`src/rtl/csr_irq_timer_if.sv`:
```
// -----------------------------------------------------------------------------
// csr_irq_timer_if
// CSR access channel between the idex stage (master) and csr_irq_timer (slave).
//   csr_we_i    : write strobe, the write lands at the next clock edge
//   csr_addr_i  : 12-bit CSR address
//   csr_wdata_i : 32-bit write data
//   csr_rdata_o : 32-bit read data, combinational from csr_addr_i
// -----------------------------------------------------------------------------
interface csr_irq_timer_if;
  logic        csr_we_i;
  logic [11:0] csr_addr_i;
  logic [31:0] csr_wdata_i;
  logic [31:0] csr_rdata_o;

  modport master (
    output csr_we_i,
    output csr_addr_i,
    output csr_wdata_i,
    input  csr_rdata_o
  );

  modport slave (
    input  csr_we_i,
    input  csr_addr_i,
    input  csr_wdata_i,
    output csr_rdata_o
  );
endinterface

```
`src/rtl/csr_irq_timer.sv`:
```
// -----------------------------------------------------------------------------
// csr_irq_timer
// Machine timer (mtime/mtimecmp with prescaler), machine software interrupt
// and NUM_EXT_IRQ external interrupt lines with per-line enable, level/edge
// mode and a lowest-index-wins claim/complete scheme.
//
// Ports:
//   clk, rst      : clock, synchronous active-high reset
//   csr           : CSR channel (slave modport of csr_irq_timer_if)
//   irq_i         : raw external interrupt lines
//   hx_valid      : writeback-valid; request outputs only update when high
//   mie_i         : {MEIE, MTIE, MSIE}
//   ext_irq_o     : masked external request
//   ext_irq_id_o  : winning line index+1, 0 when none
//   tmr_irq_o     : masked timer request
//   sw_irq_o      : masked software request
//
// Build option: define IRQ_SYNC_EN to pass irq_i through a 2-flop
// synchroniser before the level/edge logic (adds 2 cycles of latency).
// -----------------------------------------------------------------------------
module csr_irq_timer #(
  parameter int NUM_EXT_IRQ = 8,
  parameter int TIMER_W     = 64,
  parameter int PRESCALE_W  = 8
) (
  input  logic                   clk,
  input  logic                   rst,
  csr_irq_timer_if.slave         csr,
  input  logic [NUM_EXT_IRQ-1:0] irq_i,
  input  logic                   hx_valid,
  input  logic [2:0]             mie_i,
  output logic                   ext_irq_o,
  output logic [4:0]             ext_irq_id_o,
  output logic                   tmr_irq_o,
  output logic                   sw_irq_o
);

  localparam int N    = NUM_EXT_IRQ;
  localparam int HI_W = TIMER_W - 32;

  localparam logic [11:0] A_TCTRL     = 12'hBC0;
  localparam logic [11:0] A_MTIME     = 12'hBC1;
  localparam logic [11:0] A_MTIMEH    = 12'hBC2;
  localparam logic [11:0] A_MTIMECMP  = 12'hBC3;
  localparam logic [11:0] A_MTIMECMPH = 12'hBC4;
  localparam logic [11:0] A_XIE       = 12'hBC5;
  localparam logic [11:0] A_XIP       = 12'hBC6;
  localparam logic [11:0] A_XMODE     = 12'hBC7;
  localparam logic [11:0] A_XCLAIM    = 12'hBC8;
  localparam logic [11:0] A_MSIP      = 12'hBC9;

  localparam logic [TIMER_W-1:0]    T_ONE = 1;
  localparam logic [PRESCALE_W-1:0] P_ONE = 1;

  // State
  logic                  tctrl_en_q, tctrl_en_d;
  logic [PRESCALE_W-1:0] tctrl_div_q, tctrl_div_d;
  logic [PRESCALE_W-1:0] presc_q, presc_d;
  logic [TIMER_W-1:0]    mtime_q, mtime_d;
  logic [TIMER_W-1:0]    mtimecmp_q, mtimecmp_d;
  logic [N-1:0]          xie_q, xie_d;
  logic [N-1:0]          xmode_q, xmode_d;
  logic [N-1:0]          edge_pend_q, edge_pend_d;
  logic [N-1:0]          irq_prev_q;
  logic                  msip_q, msip_d;
  logic                  ext_irq_q, tmr_irq_q, sw_irq_q;
  logic [4:0]            ext_id_q;

  // Combinational helpers
  logic [N-1:0] irq_s;
  logic [N-1:0] rise;
  logic [N-1:0] clr;
  logic [N-1:0] pend;
  logic [N-1:0] active;
  logic [4:0]   claim_id;
  logic         tick;
  logic         tmr_pend;
  logic [31:0]  wdata;
  logic         wr_tctrl, wr_mtime, wr_mtimeh, wr_cmp, wr_cmph;
  logic         wr_xie, wr_xip, wr_xmode, wr_xclaim, wr_msip;

  assign wdata     = csr.csr_wdata_i;
  assign wr_tctrl  = csr.csr_we_i && (csr.csr_addr_i == A_TCTRL);
  assign wr_mtime  = csr.csr_we_i && (csr.csr_addr_i == A_MTIME);
  assign wr_mtimeh = csr.csr_we_i && (csr.csr_addr_i == A_MTIMEH);
  assign wr_cmp    = csr.csr_we_i && (csr.csr_addr_i == A_MTIMECMP);
  assign wr_cmph   = csr.csr_we_i && (csr.csr_addr_i == A_MTIMECMPH);
  assign wr_xie    = csr.csr_we_i && (csr.csr_addr_i == A_XIE);
  assign wr_xip    = csr.csr_we_i && (csr.csr_addr_i == A_XIP);
  assign wr_xmode  = csr.csr_we_i && (csr.csr_addr_i == A_XMODE);
  assign wr_xclaim = csr.csr_we_i && (csr.csr_addr_i == A_XCLAIM);
  assign wr_msip   = csr.csr_we_i && (csr.csr_addr_i == A_MSIP);

`ifdef IRQ_SYNC_EN
  logic [N-1:0] sync1_q, sync2_q;

  always_ff @(posedge clk) begin
    if (rst) begin
      sync1_q <= '0;
      sync2_q <= '0;
    end else begin
      sync1_q <= irq_i;
      sync2_q <= sync1_q;
    end
  end

  assign irq_s = sync2_q;
`else
  assign irq_s = irq_i;
`endif

  // Timer and prescaler next state
  always_comb begin
    tick        = tctrl_en_q && (presc_q == tctrl_div_q);
    tctrl_en_d  = tctrl_en_q;
    tctrl_div_d = tctrl_div_q;
    presc_d     = presc_q;
    mtime_d     = mtime_q;
    mtimecmp_d  = mtimecmp_q;

    if (tctrl_en_q) presc_d = tick ? '0 : presc_q + P_ONE;
    if (wr_tctrl) begin
      tctrl_en_d  = wdata[0];
      tctrl_div_d = wdata[8 +: PRESCALE_W];
      presc_d     = '0;
    end

    // A software write to either half drops that cycle's tick entirely.
    if (wr_mtime)       mtime_d[31:0]         = wdata;
    else if (wr_mtimeh) mtime_d[TIMER_W-1:32] = wdata[HI_W-1:0];
    else if (tick)      mtime_d               = mtime_q + T_ONE;

    if (wr_cmp)  mtimecmp_d[31:0]         = wdata;
    if (wr_cmph) mtimecmp_d[TIMER_W-1:32] = wdata[HI_W-1:0];
  end

  assign tmr_pend = (mtime_q >= mtimecmp_q);

  // External line next state and claim arbitration
  always_comb begin
    xie_d   = wr_xie   ? wdata[N-1:0] : xie_q;
    xmode_d = wr_xmode ? wdata[N-1:0] : xmode_q;
    msip_d  = wr_msip  ? wdata[0]     : msip_q;
    rise    = irq_s & ~irq_prev_q;

    clr = '0;
    if (wr_xip) clr = wdata[N-1:0];
    for (int k = 0; k < N; k++) begin
      if (wr_xclaim && (wdata == 32'(k + 1))) clr[k] = 1'b1;
    end

    // Set beats clear; masking with the next mode drops pending state on
    // lines leaving edge mode and keeps level lines' edge bits at zero.
    edge_pend_d = ((edge_pend_q & ~clr) | rise) & xmode_d;

    pend   = (xmode_q & edge_pend_q) | (~xmode_q & irq_s);
    active = pend & xie_q;

    claim_id = '0;
    for (int k = N - 1; k >= 0; k--) begin
      if (active[k]) claim_id = 5'(k + 1);
    end
  end

  // CSR read mux
  always_comb begin
    csr.csr_rdata_o = '0;
    unique case (csr.csr_addr_i)
      A_TCTRL: begin
        csr.csr_rdata_o[0]               = tctrl_en_q;
        csr.csr_rdata_o[8 +: PRESCALE_W] = tctrl_div_q;
      end
      A_MTIME:     csr.csr_rdata_o            = mtime_q[31:0];
      A_MTIMEH:    csr.csr_rdata_o[HI_W-1:0]  = mtime_q[TIMER_W-1:32];
      A_MTIMECMP:  csr.csr_rdata_o            = mtimecmp_q[31:0];
      A_MTIMECMPH: csr.csr_rdata_o[HI_W-1:0]  = mtimecmp_q[TIMER_W-1:32];
      A_XIE:       csr.csr_rdata_o[N-1:0]     = xie_q;
      A_XIP:       csr.csr_rdata_o[N-1:0]     = pend;
      A_XMODE:     csr.csr_rdata_o[N-1:0]     = xmode_q;
      A_XCLAIM:    csr.csr_rdata_o[4:0]       = claim_id;
      A_MSIP:      csr.csr_rdata_o[0]         = msip_q;
      default:     csr.csr_rdata_o            = '0;
    endcase
  end

  // State registers
  always_ff @(posedge clk) begin
    if (rst) begin
      tctrl_en_q  <= 1'b0;
      tctrl_div_q <= '0;
      presc_q     <= '0;
      mtime_q     <= '0;
      mtimecmp_q  <= '1;
      xie_q       <= '0;
      xmode_q     <= '0;
      edge_pend_q <= '0;
      irq_prev_q  <= '0;
      msip_q      <= 1'b0;
    end else begin
      tctrl_en_q  <= tctrl_en_d;
      tctrl_div_q <= tctrl_div_d;
      presc_q     <= presc_d;
      mtime_q     <= mtime_d;
      mtimecmp_q  <= mtimecmp_d;
      xie_q       <= xie_d;
      xmode_q     <= xmode_d;
      edge_pend_q <= edge_pend_d;
      irq_prev_q  <= irq_s;
      msip_q      <= msip_d;
    end
  end

  // Request outputs, sampled only on writeback-valid cycles
  always_ff @(posedge clk) begin
    if (rst) begin
      ext_irq_q <= 1'b0;
      ext_id_q  <= '0;
      tmr_irq_q <= 1'b0;
      sw_irq_q  <= 1'b0;
    end else if (hx_valid) begin
      ext_irq_q <= mie_i[2] && (claim_id != 5'd0);
      ext_id_q  <= claim_id;
      tmr_irq_q <= mie_i[1] && tmr_pend;
      sw_irq_q  <= mie_i[0] && msip_q;
    end
  end

  assign ext_irq_o    = ext_irq_q;
  assign ext_irq_id_o = ext_id_q;
  assign tmr_irq_o    = tmr_irq_q;
  assign sw_irq_o     = sw_irq_q;

endmodule

```
`src/flat_wrapper.sv`:
```
// flat-port wrapper written by rule: the top's interface ports become plain ports
module csr_irq_timer_flat 
#(
  parameter int NUM_EXT_IRQ = 8,
  parameter int TIMER_W     = 64,
  parameter int PRESCALE_W  = 8
)
  (clk, rst, irq_i, hx_valid, mie_i, ext_irq_o, ext_irq_id_o, tmr_irq_o, sw_irq_o, csr_csr_we_i, csr_csr_addr_i, csr_csr_wdata_i, csr_csr_rdata_o);
  csr_irq_timer_if csr_i ();
  input  logic clk;
  input  logic rst;
  input  logic [NUM_EXT_IRQ-1:0] irq_i;
  input  logic hx_valid;
  input  logic [2:0] mie_i;
  output logic ext_irq_o;
  output logic [4:0] ext_irq_id_o;
  output logic tmr_irq_o;
  output logic sw_irq_o;
  input wire logic [$bits(csr_i.csr_we_i)-1:0] csr_csr_we_i;
  input wire logic [$bits(csr_i.csr_addr_i)-1:0] csr_csr_addr_i;
  input wire logic [$bits(csr_i.csr_wdata_i)-1:0] csr_csr_wdata_i;
  output wire logic [$bits(csr_i.csr_rdata_o)-1:0] csr_csr_rdata_o;
  assign csr_i.csr_we_i = csr_csr_we_i;
  assign csr_i.csr_addr_i = csr_csr_addr_i;
  assign csr_i.csr_wdata_i = csr_csr_wdata_i;
  assign csr_csr_rdata_o = csr_i.csr_rdata_o;
  csr_irq_timer #(.NUM_EXT_IRQ(NUM_EXT_IRQ), .TIMER_W(TIMER_W), .PRESCALE_W(PRESCALE_W)) u_core (.clk(clk), .rst(rst), .csr(csr_i), .irq_i(irq_i), .hx_valid(hx_valid), .mie_i(mie_i), .ext_irq_o(ext_irq_o), .ext_irq_id_o(ext_irq_id_o), .tmr_irq_o(tmr_irq_o), .sw_irq_o(sw_irq_o));
endmodule
```
`config.mk`:
```
export PLATFORM = sky130hd
export DESIGN_NAME = csr_irq_timer_flat
export DESIGN_NICKNAME = d
export VERILOG_FILES = /design/src/rtl/csr_irq_timer_if.sv /design/src/rtl/csr_irq_timer.sv /design/src/flat_wrapper.sv
export SDC_FILE = /design/constraint.sdc
export NUM_CORES = 1
export LEC_CHECK = 0
export CORE_MARGIN = 3
export CORE_UTILIZATION = 45
export DETAILED_ROUTE_END_ITERATION = 8
export SKIP_LAST_GASP = 1
export SYNTH_ARGS = -nofsm -noshare
export SYNTH_HDL_FRONTEND = slang
export SYNTH_SLANG_ARGS = --single-unit
```
`constraint.sdc`:
```
create_clock -name clk -period 6.6 [get_ports clk]
set_input_delay 0.66 -clock clk [delete_from_list [all_inputs] [get_ports clk]]
set_output_delay 0.66 -clock clk [all_outputs]
set_load 0.01 [all_outputs]
```
; ---- After elaboration in Yosys (flattened, before gate mapping)
; Index checks and enable logic that the tools add are counted.
[word_totals]
inputBits = 59
output_inout_bits = 40
register_bits = 186
[classes]
magnitude_cmp = 1
n_bitwise = 12
eq_ne = 20
n_addsub = 2
n_reduce_logical = 28
mux = 28
[op_table]
columns = operator, count
row1 = $eq 32x3->1 const B, 4
row2 = $eq 12x12->1 const B, 10
row3 = $mux 32, 3
row4 = $add 64x1->64 const B, 1
row5 = $eq 32x2->1 const B, 2
row6 = $ge 64x64->1, 1
row7 = $mux 64, 1
row8 = $pmux 16 s4, 1
row9 = $and 8x8->8, 6
row10 = $pmux 8 s5, 1
row11 = $eq 32x1->1 const B, 1
row12 = $eq 32x4->1 const B, 1
row13 = $mux 4, 8
row14 = $pmux 4 s8, 1
row15 = $mux 8, 3
row16 = $not 8->8, 3
row17 = $logic_and 1x1->1, 22
row18 = $pmux 3 s7, 1
row19 = $or 8x8->8, 2
row20 = $pmux 1 s10, 1
row21 = $add 8x1->8 const B, 1
row22 = $eq 8x8->1, 1
row23 = $mux 1, 8
row24 = $reduce_bool 5->1, 1
row25 = 5 further kinds, 7

; ---- Longest topological paths before layout
; Gate-level depths: netlist (run 1).
[logic_depth]
ltp_word = 14
depth_mapped = 9

; ---- Worst setup path before layout (run 1)
; OpenSTA, ideal clock, no wires.
[synth_timing]
path_kind = input port to output port
start = input csr_csr_addr_i[0]
end = output csr_csr_rdata_o[5]
cell_stages = 6
arrival_time_ns = 2.207
path_slack_ns = 3.733
path_buffers = 3
t_required_ns = 5.940
cell_sequence = clkbuf_1 -> clkbuf_1 -> buf_1 -> o21ai_0 -> a221oi_1 -> nand2_1
[synth_via]
elab_chain_cells = 2
[synth_lines]
columns = element, line_no
row1 = start: declaration, flat_wrapper.sv:20  ; input wire logic [$bits(csr_i.csr_addr_i)-1:0] csr_csr_addr_i;
row2 = $eq 12x12->1, csr_irq_timer.sv:168  ; unique case (csr.csr_addr_i)
row3 = $pmux 3 s7 (*), csr_irq_timer.sv:168
row4 = end: declaration, flat_wrapper.sv:22  ; output wire logic [$bits(csr_i.csr_rdata_o)-1:0] csr_csr_rdata_o;
; Every way passes the cells marked *; elsewhere a longest branch is shown, timed or not.

; ---- Final worst setup path (run 1)
[layout_timing]
start = input csr_csr_addr_i[5]
end = output csr_csr_rdata_o[3]
[layout_via]
elab_chain_cells = 2
[layout_lines]
columns = element, line_no
row1 = $eq 12x12->1, csr_irq_timer.sv:168
row2 = $pmux 4 s8 (*), csr_irq_timer.sv:168
; Marked as above.

==> impl_metrics.ini, run 1 <==
[floorplan]
coreArea_um2 = 24400
start_util = 0.460
die-area_um2 = 26800
rows = 57
io_pins = 99
dieHeight_um = 164
die_w_um = 164

[global_route]
overflow = 0
grt_pass1_wl_mm = 56.0
groute.usage.overall = 0.267
grt_max_degree = 100
grt_pass1_vias = 9946
antenna_found_initial = 0

[cts]
clk_latency_ns = 0.44
path_clk_slew_ns = 0.07
cts_hold_buf = 0
cts_made_buffers = 17
cts_tree = built
clkSinkCount = 185
cts_buffer_depth = 2
post_cts_buffers = 0
root_buffer = clkbuf_16
cts_max_level = 4
cts_resized = 0

[logic_synthesis]
postSynthNetCount = 1528
async_flop_share = 0
yosysUniqueCellTypes = 74
ys.flop_type = dfxtp_1
synth.ff_latch_count = 185
synth-edff-count = 0
yosys_warnings = 0
syn_area_um2 = 11200
synth.avg_cell_area_um2 = 7.99
yosysSeqAreaShare = 0.330
synthCells = 1403

[routing]
drt_first_pass_iters = 9
routed_wl_mm = 36.0
num_vias = 10783
wl_per_cell_um = 20.2
drc = 0
drtAntennaViolNets = 0
drt-vias-per-instance = 6.05
drt_first_iter_violations = 1035

[sta]
grt_setup_unrepaired = no
max_slew_margin = 0.259
setup_viol = 0
max_freq_mhz = 244
setup_ws_ns = 2.50
worst_pin_slew_ns = 1.11
fin_crit_sh = 0.622
clock_skew_ns = 0.0111
final_max_slew_viol_count = 0
final_hold_viol_count = 0
min_period_ns = 4.10
tns_ns = 0

[finish]
layout_commonest_cell = dfxtp_1
nets = 1572
drive_gt1_frac = 0.0521
fin_util = 0.534
multi_input_area_um2 = 6890
nFillCells = 2361
register_area_um2 = 3700
area_growth_pct = 16.1
mostFrequentLayoutCells = dfxtp_1, nor2_1, nand2_1
antenna_cells = 0

[critical_path]
critPathRequiredTime_ns = 5.94
crit_fanout = 21
cp-start-kind = input pin
crit_arrival_ns = 3.44
critPathCaptureType = primary output
crit_type = input pin to primary output

[pwr]
ir_drop_v = 0.000108
finalPower_mw = 2.38
power_density_nw_per_um2 = 183
p_leak_nw = 5.33

[flow_run]
drv_cap = 0

[place]
dp_slack_ns = 2.46
gpl.final_weighted_congestion = 0.859
port_buffers = 97
dp_hpwl_mm = 25.6

[run_status]
outcome = finished clean

[hold_path]
hold_class = flop to flop
-- critical path: stages --
cell and delay (ns):
clkdlybuf4s50_1 0.43, nand4bb_1 0.31, nor3_1 0.37, nand2_1 0.39, buf_4 0.38, nor2_1 0.15, a21oi_1 0.05, nand3_1 0.14
clkdlybuf4s50_1 0.54
-- kinds of logic after synthesis --
logic type	share of synthesized area
AND/OR/NAND/NOR	0.231
flip-flops	0.330
AO/OA/AOI/OAI	0.226
multiplexers	0.0529
adder cells (fa/ha/maj)	0.0737
other	0.000335
XOR/XNOR	0.0297
buffers and inverters	0.0564
-- Yosys cell counts (17+ instances only) --
library cell,number,area (um^2)
dfxtp_1,185,3700
nor2_1,180,676
nand2_1,102,383
inv_1,77,289
clkbuf_1,75,282
a21oi_1,70,350
ha_1,66,826
o21ai_0,65,325
nand3_1,63,315
a211o_1,57,499
mux2i_1,57,571
a22oi_1,35,263
a211oi_1,30,225
nand4_1,25,156
nor3_1,24,120
xnor2_1,21,184
or3_1,20,125
a31oi_1,19,119
nor2b_1,18,113
xor2_1,17,149
-- flip-flops by register name, indices dropped and copies added (netlist names) --
| name | flops |
|---|---|
| u_core.mtimecmp_q | 64 |
| u_core.edge_pend_q | 8 |
| u_core.tctrl_en_q | 1 |
| u_core.xmode_q | 8 |
| u_core.sw_irq_o | 1 |
| u_core.ext_irq_id_o | 4 |
| u_core.presc_q | 8 |
| u_core.xie_q | 8 |
| u_core.mtime_q | 64 |
| u_core.tmr_irq_o | 1 |
| u_core.irq_prev_q | 8 |
| u_core.ext_irq_o | 1 |
| u_core.msip_q | 1 |
| u_core.tctrl_div_q | 8 |
-- worst paths after layout --
| kind | cells past startpoint | endpoint | start | slack, ns |
|---|---|---|---|---|
| min reg2reg | 2 | u_core.xie_q[4] | u_core.xie_q[4] | 0.47 |
| max reg2reg | 9 | u_core.tmr_irq_o | u_core.mtime_q[0] | 3.31 |
| max | 9 | csr_csr_rdata_o[3] | csr_csr_addr_i[5] | 2.50 |
| min | 2 | u_core.xie_q[4] | u_core.xie_q[4] | 0.47 |
-- stage by stage --
step,hold slack [ns],cell area (um^2),std cells
2_1_floorplan,0.444,11200,1403
3_3_place_gp,0.455,12400,1752
3_5_place_dp,0.464,12400,1752
4_1_cts,0.475,13000,1782
5_1_grt,0.492,13000,1782
6_report,0.472,13000,1782
-- layer usage --
metal	share of wire	up-vias	wire length [um]	GRT usage
met2	0.47	364	16800	0.438
met5	0	-	0	0
met3	0.061	40	2200	0.0401
met1	0.45	5181	16300	0.366
li1	-	5198	-	-
met4	0.017	0	618	0.0715
-- layout make-up --
class,instances,share of cell area
timing repair buffer,114,0.0841
clock inverter,10,0.0129
sequential,185,0.284
clock buffer,20,0.0358
multi-input combinational,1052,0.529
tap,324,0.0311
inverter,77,0.0222
-- power by group --
part | internal [mW] | total [mW] | switching, mW
Combinational | 0.0508 | 0.125 | 0.0747
Clock | 0.664 | 1.13 | 0.471
Sequential | 1.12 | 1.12 | 0.00153
Total | 1.83 | 2.38 | 0.547
(Power assumes the default switching activity.)
==> run 2, diff against run 1 <==
==> constraint.sdc (replaced) <==
create_clock -name clk -period 4.13 [get_ports clk]
set_input_delay 0.413 -clock clk [delete_from_list [all_inputs] [get_ports clk]]
set_output_delay 0.413 -clock clk [all_outputs]
set_load 0.01 [all_outputs]
==> run 2 against run 1 <==
Register-to-register slack worse by 2.5 ns. Sequential share of layout area down 0.20 points. Worst setup slack worse by 1.9 ns. Flip-flop and latch count unchanged. Total power up 56%. Worst hold slack better by 0.0019 ns. Sequential power up 60%. Count of clock-buffer cells in the layout down 1. Global-route usage up 0.43 points. Clock skew up 0.0045 ns. Design area up 0.71%. Critical path type unchanged. Largest power group is now registers.
==> impl_metrics.ini, run 2 (synthesis results as in run 1) <==
[sta]
fin_crit_sh = 0.867
tns_ns = 0
grt_setup_unrepaired = no
max_freq_mhz = 279
final_hold_viol_count = 0
min_period_ns = 3.58
worst_pin_slew_ns = 0.803
setup_viol = 0
final_max_slew_viol_count = 0
max_slew_margin = 0.460
clock_skew_ns = 0.0156
hold_ws_ns = 0.474

[global_route]
grt_pass1_vias = 10419
overflow = 0
grt_pass1_wl_mm = 57.3
antenna_found_initial = 0
grt_max_degree = 99
groute.usage.overall = 0.271

[critical_path]
cp.buffers_inverters = 3
critPathRequiredTime_ns = 3.72
slowest_stage = clkdlybuf4s50_1
critPathCaptureType = primary output
crit_arrival_ns = 3.17
crit_type = input pin to primary output
crit_chain = clkdlybuf4s50_1 > nand4bb_1 > or3_1 > nor2_2 > buf_4 > a22oi_1 > o21ai_0 > clkdlybuf4s50_1
critPathMostFrequentCell = clkdlybuf4s50_1
crit_fanout = 32
cp-start-kind = input pin
critical-path-top-delay-family = buffers and inverters
cpPeakStageDelay_ns = 0.62

[floorplan]
io_pins = 99
rows = 57
dieHeight_um = 164
die-area_um2 = 26800
die_w_um = 164
start_util = 0.460
coreArea_um2 = 24400

[place]
port_buffers = 97
postPlaceCellArea_um2 = 12500
dp_hpwl_mm = 26.0
gpl.final_weighted_congestion = 0.928

[pwr]
finalPower_mw = 3.72
ir_drop_v = 0.000235
p_leak_nw = 5.39
power_density_nw_per_um2 = 284

[cts]
cts_resized = 0
cts_hold_buf = 0
path_clk_slew_ns = 0.07
root_buffer = clkbuf_16
cts_max_level = 4
clk_latency_ns = 0.45
post_cts_buffers = 0
cts_tree = built
clkSinkCount = 185
cts_buffer_depth = 2
cts_made_buffers = 17

[finish]
largestRegisters = u_core.mtime_q (64), u_core.mtimecmp_q (64)
drive_gt1_frac = 0.0623
mostFrequentLayoutCells = dfxtp_1, nor2_1, nand2_1
nFillCells = 2425
area_growth_pct = 17.0
fin_area_um2 = 13100
layout_commonest_cell = dfxtp_1
nets = 1588
antenna_cells = 0

[routing]
drt-vias-per-instance = 6.00
drt_first_iter_violations = 863
drtAntennaViolNets = 0
drc = 0
routed_wl_mm = 36.3
wl_per_cell_um = 20.1
drt_first_pass_iters = 5
num_vias = 10797

[hold_path]
hold_class = flop to flop

[flow_run]
drv_cap = 0

[run_status]
outcome = finished clean
-- run 2: cell type report --
type,instances,area [um^2],share of cell area
clock buffers,19,433,0.0330
clock inverters,13,161,0.0123
inverters,77,289,0.0220
multi-input cells,1052,6890,0.526
flip-flops and latches,185,3700,0.282
well taps,324,405,0.0309
repair buffers,130,1230,0.0936
-- run 2: worst register-to-register path, stage by stage, from the launching register on --
cell and delay (ns):
dfxtp_1 0.47, inv_1 0.08, ha_1 0.27, nand2b_1 0.14, a2111oi_0 0.55, o221ai_1 0.29
a31oi_1 0.53, o22ai_1 0.22, a41oi_1 0.43, o32ai_1 0.15
-- run 2: worst paths after layout --
kind | cells after the start | start | endpoint | slack, ns
worst max register to register | 9 | u_core.mtime_q[0] | u_core.tmr_irq_o | 0.86
worst max-delay path | 8 | csr_csr_addr_i[5] | csr_csr_rdata_o[31] | 0.55
worst min-delay path | 2 | u_core.sw_irq_o | u_core.sw_irq_o | 0.47
worst min register to register | 2 | u_core.sw_irq_o | u_core.sw_irq_o | 0.47
-- run 2: stage by stage --
| step | setup slack [ns] | std cells | util |
|---|---|---|---|
| after floorplan | 1.75 | 1403 | - |
| after global placement | 0.598 | 1768 | 0.513 |
| after detailed placement | 0.592 | 1768 | 0.513 |
| after CTS | 0.536 | 1800 | 0.538 |
| after global routing | 0.473 | 1800 | 0.538 |
| final | 0.549 | 1800 | 0.538 |
-- run 2: report_power, final --
group	switching (mW)	internal, mW	total, mW
Sequential	0.00254	1.79	1.79
Clock	0.808	0.915	1.72
Combinational	0.122	0.0859	0.208
-- run 2: per-layer routing --
metal	share of wire	track usage
met1	0.46	0.369
met2	0.46	0.450
met3	0.060	0.0371
met4	0.017	0.0769
met5	0	0
